===== config.mk =====
export PLATFORM = sky130hd
export DESIGN_NAME = nabp_angle_lut
export DESIGN_NICKNAME = d
export VERILOG_FILES = /design/src/rtl/nabp_angle_lut.sv
export SDC_FILE = /design/constraint.sdc
export NUM_CORES = 1
export LEC_CHECK = 0
export CORE_UTILIZATION = 50
export DETAILED_ROUTE_END_ITERATION = 16
export DONT_BUFFER_PORTS = 1
export SETUP_SLACK_MARGIN = 0.5
export SLEW_MARGIN = 0
export SYNTH_ARGS = -nofsm -noshare
export SYNTH_HDL_FRONTEND = slang
export SYNTH_SLANG_ARGS = --single-unit

===== constraint.sdc =====
create_clock -name clk -period 27.5 [get_ports clk]
set_input_delay 5.5 -clock clk [delete_from_list [all_inputs] [get_ports clk]]
set_output_delay 5.5 -clock clk [all_outputs]
set_load 0.03 [all_outputs]

===== src/rtl/nabp_angle_lut.sv =====
// nabp_angle_lut: per-angle coefficient look-up for the NABP back-projector.
// Returns scan mode, shifter/mapper accumulator increments and the mapper
// per-line constant, one registered cycle after a valid angle/line input.
// Optional build macro NABP_LUT_RANGE_CHECK_EN adds the angle_err output.
// The sine and tangent tables are built at elaboration time from an
// integer Taylor series, so they track FRAC_BITS automatically.
module nabp_angle_lut #(
  parameter int ANGLE_WIDTH = 8,
  parameter int LINE_SIZE   = 256,
  parameter int LINE_WIDTH  = 8,
  parameter int FRAC_BITS   = 12,
  parameter int CONST_WIDTH = 24
) (
  input  logic                          clk,
  input  logic                          reset_n,
  input  logic                          in_valid,
  input  logic [ANGLE_WIDTH-1:0]        angle,
  input  logic [LINE_WIDTH-1:0]         line_cnt,
  output logic                          out_valid,
  output logic                          scan_mode,
  output logic [FRAC_BITS:0]            sh_accu_base,
  output logic signed [FRAC_BITS+1:0]   mp_accu_base,
  output logic signed [CONST_WIDTH-1:0] mp_accu_const_part
`ifdef NABP_LUT_RANGE_CHECK_EN
  ,
  output logic                          angle_err
`endif
);

  localparam int C = LINE_SIZE / 2;
  localparam longint PI_Q30 = 64'sd3373259426;  // pi * 2^30
  localparam logic signed [CONST_WIDTH-1:0] C_S      = CONST_WIDTH'(C);
  localparam logic signed [CONST_WIDTH-1:0] C_SCALED = CONST_WIDTH'(longint'(C) <<< FRAC_BITS);

  // sin(deg) in Q30 via Taylor series; deg is 0..90 so the argument stays
  // below pi/2 and every intermediate product fits in 64 bits.
  function automatic longint sin_fix(input int deg);
    longint x;
    longint x2;
    longint term;
    longint sum;
    x    = (longint'(deg) * PI_Q30) / 64'sd180;
    x2   = (x * x) >>> 30;
    term = x;
    sum  = x;
    for (int n = 1; n < 14; n++) begin
      term = -((term * x2) >>> 30) / longint'((2 * n) * (2 * n + 1));
      sum  = sum + term;
    end
    return sum;
  endfunction

  // S[k]: sine scaled to FRAC_BITS, rounded half away from zero (value >= 0).
  function automatic int round_sin(input int deg);
    longint s;
    s = sin_fix(deg);
    return int'((s + (longint'(1) <<< (29 - FRAC_BITS))) >>> (30 - FRAC_BITS));
  endfunction

  // T[k]: tangent scaled to FRAC_BITS, rounded half away from zero; cos is
  // taken as sin(90-k) so tan(45) is exactly 1.0.
  function automatic int round_tan(input int deg);
    longint s;
    longint c;
    s = sin_fix(deg);
    c = sin_fix(90 - deg);
    return int'((2 * (s <<< FRAC_BITS) + c) / (2 * c));
  endfunction

  logic [FRAC_BITS:0] s_rom [0:90];
  logic [FRAC_BITS:0] t_rom [0:45];

  for (genvar k = 0; k <= 90; k++) begin : g_sin
    localparam int SV = round_sin(k);
    assign s_rom[k] = (FRAC_BITS + 1)'(SV);
  end

  for (genvar k = 0; k <= 45; k++) begin : g_tan
    localparam int TV = round_tan(k);
    assign t_rom[k] = (FRAC_BITS + 1)'(TV);
  end

  int                           th;
  logic                         in_range;
  logic                         y_mode;
  logic                         cos_neg;
  logic [6:0]                   sin_idx;
  logic [6:0]                   cos_idx;
  logic [5:0]                   sh_idx;
  logic signed [FRAC_BITS+1:0]  sin_v;
  logic signed [FRAC_BITS+1:0]  cos_v;
  logic signed [FRAC_BITS+1:0]  a_v;
  logic signed [FRAC_BITS+1:0]  b_v;
  logic signed [CONST_WIDTH-1:0] l_off;
  logic signed [CONST_WIDTH-1:0] a_ext;
  logic signed [CONST_WIDTH-1:0] b_ext;
  logic signed [CONST_WIDTH-1:0] cst_next;
  logic [FRAC_BITS:0]           sh_next;

  // Fold the angle into table indices; out-of-range angles index entry 0 (zero).
  always_comb begin
    th       = int'(angle);
    in_range = 1'b0;
    y_mode   = 1'b0;
    cos_neg  = 1'b0;
    sin_idx  = '0;
    cos_idx  = '0;
    sh_idx   = '0;
    if (th < 180) begin
      in_range = 1'b1;
      y_mode   = (th >= 45) && (th < 135);
      if (th <= 90) begin
        sin_idx = 7'(th);
        cos_idx = 7'(90 - th);
      end else begin
        sin_idx = 7'(180 - th);
        cos_idx = 7'(th - 90);
        cos_neg = 1'b1;
      end
      if (!y_mode) begin
        sh_idx = (th <= 45) ? 6'(th) : 6'(180 - th);
      end else begin
        sh_idx = (th <= 90) ? 6'(90 - th) : 6'(th - 90);
      end
    end
  end

  // Coefficient arithmetic: a multiplies the line offset, b is the increment.
  always_comb begin
    sin_v    = $signed({1'b0, s_rom[sin_idx]});
    cos_v    = $signed({1'b0, s_rom[cos_idx]});
    if (cos_neg) begin
      cos_v = -cos_v;
    end
    a_v      = y_mode ? cos_v : sin_v;
    b_v      = y_mode ? sin_v : cos_v;
    sh_next  = t_rom[sh_idx];
    l_off    = $signed(CONST_WIDTH'(line_cnt)) - C_S;
    a_ext    = CONST_WIDTH'(a_v);
    b_ext    = CONST_WIDTH'(b_v);
    cst_next = '0;
    if (in_range) begin
      cst_next = l_off * a_ext - C_S * b_ext + C_SCALED;
    end
  end

  logic                          vld_p1;
  logic                          scan_p1;
  logic [FRAC_BITS:0]            sh_p1;
  logic signed [FRAC_BITS+1:0]   mb_p1;
  logic signed [CONST_WIDTH-1:0] cst_p1;
  logic                          err_p1;

  // ---- stage p1: output register, data updates only on valid input ----
  always_ff @(posedge clk) begin
    if (!reset_n) begin
      vld_p1  <= 1'b0;
      err_p1  <= 1'b0;
      scan_p1 <= 1'b0;
      sh_p1   <= '0;
      mb_p1   <= '0;
      cst_p1  <= '0;
    end else begin
      vld_p1 <= in_valid;
      err_p1 <= in_valid && !in_range;
      if (in_valid) begin
        scan_p1 <= y_mode;
        sh_p1   <= sh_next;
        mb_p1   <= b_v;
        cst_p1  <= cst_next;
      end
    end
  end

  assign out_valid          = vld_p1;
  assign scan_mode          = scan_p1;
  assign sh_accu_base       = sh_p1;
  assign mp_accu_base       = mb_p1;
  assign mp_accu_const_part = cst_p1;

`ifdef NABP_LUT_RANGE_CHECK_EN
  assign angle_err = err_p1;
`ifndef SYNTHESIS
  // Warn about each out-of-range angle presented as valid.
  always @(posedge clk) begin
    if (reset_n && in_valid && !in_range) begin
      $display("nabp_angle_lut warning: angle %0d out of range", angle);
    end
  end
`endif
`else
  logic unused_err;
  assign unused_err = err_p1;
`endif

endmodule


== Word level (Yosys, flattened, before mapping) ==
Memories as Yosys holds them, arrays and structs flattened. A register that Yosys moved wholly into a read port is not among the register bits.
Index checks and enable logic that the tools add are counted.
Word-level totals
  register bits after elaboration: 40
  ROM bits: 4160
  input port bits: 19
  output and inout bits: 53
  logic and storage cells: 47
  memories: 3
Operators by class
  add/subtract/negate cells: 7
  $mul: 1
  order comparisons: 7
  multiplexer cells: 20
  bitwise operators: 3
  reductions and logical operators: 2
Memories
  (name not given): depth 128, bits a word 13, read ports 1, clocked after memory_dff 0, wr ports 0, RTL line 131  | cos_v = $signed({1'b0, s_rom[cos_idx]});
  (name not given): depth 128, bits a word 13, read ports 1, clocked after memory_dff 0, wr ports 0, RTL line 130  | sin_v = $signed({1'b0, s_rom[sin_idx]});
  (name not given): depth 64, bits a word 13, read ports 1, clocked after memory_dff 1, wr ports 0, RTL line 137  | sh_next = t_rom[sh_idx];
Operators by type and width (count)
  13-bit two-way mux: 4
  14-bit two-way mux: 3
  7-bit two-way mux: 4
  24-bit by 21-bit adder with 24-bit output, second input constant: 1
  24-bit two-way mux: 1
  6-bit two-way mux: 4
  23-bit by 21-bit subtractor with 24-bit output: 1
  9-bit by 14-bit multiplier with 23-bit output: 1
  8-bit greater-or-equal comparator, second input constant: 2
  8-bit less-than comparator, second input constant: 2
  7-bit inverter with 8-bit output: 2
  13-bit negation with 14-bit output: 1
  8-bit by 8-bit subtractor with 9-bit output, second input constant: 1
  8-bit by 6-bit greater-or-equal comparator with 1-bit output, second input constant: 1
  8-bit by 6-bit less-or-equal comparator with 1-bit output, second input constant: 1
  8-bit by 7-bit less-or-equal comparator with 1-bit output, second input constant: 1
  6-bit inverter with 7-bit output: 1
  6-bit by 7-bit subtractor with 7-bit output, first input constant: 1
  7-bit subtractor, first input constant: 1
  7-bit subtractor, second input constant: 1
  1-bit two-way mux: 4
  1-bit logical AND: 1
  1-bit zero test: 1

== Logic depth before layout (Yosys ltp) ==
  depth after elaboration: 14
  depth in mapped cells: 45
  mapped depth without buffers: 43

== Least setup slack after synthesis ==
OpenSTA, ideal clock, no wires.
  path kind: input to register
  start point: in angle[2]
  end point: reg cst_p1[23], in the netlist mp_accu_const_part[23]
  setup time: 0.062 ns
  data arrival time: 15.536 ns
  data required time: 27.438 ns
  slack: 11.901 ns
  stages on the path: 41
  buffers on the path: 3
  path through: buf_2 o211a_1 o21ai_1 clkbuf_1 clkbuf_1 nand2_1 inv_1 ha_1 inv_1 mux2i_1 a221oi_1 a211oi_1 a211o_1 inv_1 ha_1 or4b_2 nor4_2 nor2_1 [5 not listed] fa_1 inv_1 fa_1 inv_1 fa_1 inv_1 ha_1 o21ai_0 a21oi_1 o21ai_0 a21oi_1 a211oi_1 o311ai_0 a21o_1 a21o_1 nand3_1 a2111o_1 nand3_1
On the way
  longest elaborated chain between the ends: 14
  elaborated cells on any way between the ends: 32
  classes of those cells: add/sub (6); mul (1); order compare (4); mux (16); bitwise (2); reduce/logical (1); memory (2)
Ends and longest elaborated chain
  from (decl): RTL line 17  | input logic [ANGLE_WIDTH-1:0] angle,
  7-bit subtractor or 8-bit by 7-bit less-or-equal comparator with 1-bit output (tied branches)
  7-bit two-way mux: RTL line 112  | if (th <= 90) begin
  7-bit two-way mux: RTL line 109  | if (th < 180) begin
  7-bit inverter with 8-bit output (not written as such): RTL line 131
  memory 128 x 13 bit
  13-bit two-way mux (not written as such) (2 in series): RTL line 131
  13-bit negation with 14-bit output: RTL line 133  | cos_v = -cos_v;
  14-bit two-way mux: RTL line 132  | if (cos_neg) begin
  14-bit two-way mux: RTL line 135  | a_v = y_mode ? cos_v : sin_v;
  9-bit by 14-bit multiplier with 23-bit output: RTL line 143  | cst_next = l_off * a_ext - C_S * b_ext + C_SCALED;
  23-bit by 21-bit subtractor with 24-bit output: RTL line 143
  24-bit by 21-bit adder with 24-bit output: RTL line 143
  24-bit two-way mux *: RTL line 142  | if (in_range) begin
  to (signal assigned): RTL line 170  | cst_p1 <= cst_next;
  to (decl): RTL line 151  | logic signed [CONST_WIDTH-1:0] cst_p1;
Every way passes the cells marked *; elsewhere a longest branch is shown, timed or not. The select of a mux whose other input is x is not followed.
A chain may end at the register's enable or synchronous reset.

== Worst setup path in the final report ==
  start point: in angle[2]
  end point: reg cst_p1[22], in the netlist mp_accu_const_part[22]
The elaborated chain is that of the path after synthesis.

==> impl_metrics.ini <==
[clock_network]
clk_pin_slew_ns = 0.08
htree_levels = 2
cts_setup_buffers = 0
cts_buffer_depth = 2
cts_resized = 0
cts_made_buffers = 5
cts-root-buf = clkbuf_16
clkLatencyLatePin_ns = 0.32
cts_hold_buf = 0
cts_tree = yes
cts_sinks = 53

[drt]
routed_wl_um = 40200
avgRoutedWirePerCell_um = 20.9
first_pass_iters = 6
drt_iter0_markers = 1551
route.detailed.drc = 0
ant_nets = 0
vias = 12239
via_per_inst = 6.37

[synth]
synthFlopType = dfxtp_1
syn-cell-area_mm2 = 0.0127
synth_warnings = 0
synth_fp_nets = 1923
syn_avg_cell_area_um2 = 7.61
synthArstFlopShare_pct = 0
netlist_instances = 1674
seq_area_frac_synth_pct = 8.33
synth-edff-count = 0
synth.distinct_cells = 89
ys_ff_latch = 53

[floorplan]
rows = 58
io_pins = 72
dieArea_mm2 = 0.0261
fp.dieH_um = 162
fp.coreArea_mm2 = 0.0251
start_util_pct = 50.7
die_x_um = 162

[timing]
slew_violations = 0
layout_min_cycle_time_ns = 16.56
rsz0062_at_grt = no
maxSlewHeadroom_pct = 12.2
setup_viol = 0
setup_slack_ns = 10.94
max_clock_freq_ghz = 0.0604
finalCritPeriodShare_pct = 60.2
hold_viol_final = 0
skew_ns = 0
fin_tns_setup_ns = 0
tightest_slew_ns = 1.32
hold_ws_ns = 0.622

[layout]
fin_util_pct = 52.0
final_cell_mix = 183 x nand2_1, 182 x inv_1, 130 x fa_1
area_delta_synth_final_pct = 2.55
antenna_cells = 0
nFillCells = 2534
nNetsFinal = 1840
final_layout_size_suffix_gt1_share_pct = 5.28
final_common_cell = nand2_1

[setup_path]
path_class = input pin to register
worst-path-stages = 41
worst_ep_required_time_ns = 27.72
crit_arrival_ns = 16.78
rr_worst_depth = 1
startpoint_type = input pin
endpoint_kind = register
path_buf_inv = 6
critPathSlowestCell = ha_1
worstPathMaxFanout = 13
path_delay_family = adder cells
worst_path_largest_cell_delay_ns = 0.70

[placed_design]
hpwl_um = 29800
place_ws_ns = 10.85
io_buffer_count = 0
place_congestion = 0.934

[global_route]
grt_pass1_wl_um = 64500
grt_max_degree = 50
grt_pass1_vias = 11673
overflow = 0
grt_antenna_before_repair = 0
track_usage_pct = 31.2

[hold_path]
holdPathStages = 2
hold_class = register to register

[flow_run]
maxCapViolCount = 0

[status]
status = completed
final timing paths:
check / start / to / slack (ns)
setup reg to reg: mp_accu_const_part[22] / mp_accu_const_part[22] / 26.50
hold / removal: sh_accu_base[8] / sh_accu_base[8] / 0.62
setup / recovery: angle[2] / mp_accu_const_part[22] / 10.94
hold reg to reg: sh_accu_base[8] / sh_accu_base[8] / 0.62
sequential cells by signal, summed over array words and instances (netlist names):
register,cells
mp_accu_base,14
mp_accu_const_part,24
out_valid,1
scan_mode,1
sh_accu_base,13
cell type report:
cell class	count	area (um2)	share of cell area (%)
Multi-Input combinational cell	1318	10500	80.7
Sequential cell	53	1060	8.13
Tap cell	330	413	3.16
Timing Repair Buffer	25	188	1.44
Clock buffer	5	125	0.958
Clock inverter	3	28.8	0.220
Inverter	188	706	5.40
cell families (layout without fill, tap and decap cells):
| kind of cell | count (synthesis) | count (layout) | share of synthesized area (%) |
|---|---|---|---|
| AOI/OAI and AO/OA | 468 | 468 | 25.3 |
| xor gates and xnor gates | 43 | 43 | 3.16 |
| DFF | 53 | 53 | 8.33 |
| adders and majority gates | 231 | 231 | 30.3 |
| and+or+nand+nor | 526 | 526 | 19.4 |
| buffers and inverters | 303 | 221 | 9.27 |
| muxes | 50 | 50 | 4.21 |
metrics by stage:
stage / instance area (um2) / std cells
2_1_floorplan: 12700 / 1674
3_3_place_gp: 12900 / 1914
3_5_place_dp: 12900 / 1914
4_1_cts: 13100 / 1922
5_1_grt: 13100 / 1922
6_report: 13100 / 1922
layer usage:
layer	track usage, %	part of all wire [%]	vias up
met2	49.1	44	526
met4	8.49	2.4	0
li1	-	-	5672
met5	0	0	-
met3	5.37	8.7	62
met1	44.0	45	5979
synth_stat cells, drive strengths merged (30+ instances only):
cell type | number | area (um2)
ha | 100 | 1250
a31oi | 30 | 188
nand2 | 184 | 698
xnor2 | 33 | 308
inv | 184 | 691
nor3 | 35 | 185
nor2 | 121 | 457
o211ai | 40 | 314
a211oi | 31 | 233
clkbuf | 88 | 330
and2 | 63 | 394
mux2i | 37 | 370
o21ai | 98 | 490
fa | 130 | 2600
a21oi | 106 | 534
nand3 | 53 | 265
dfxtp | 53 | 1060
Power is left out: the tool's default activity adds up to more than one toggle a clock period on the data nets, which glitch-free logic cannot reach.
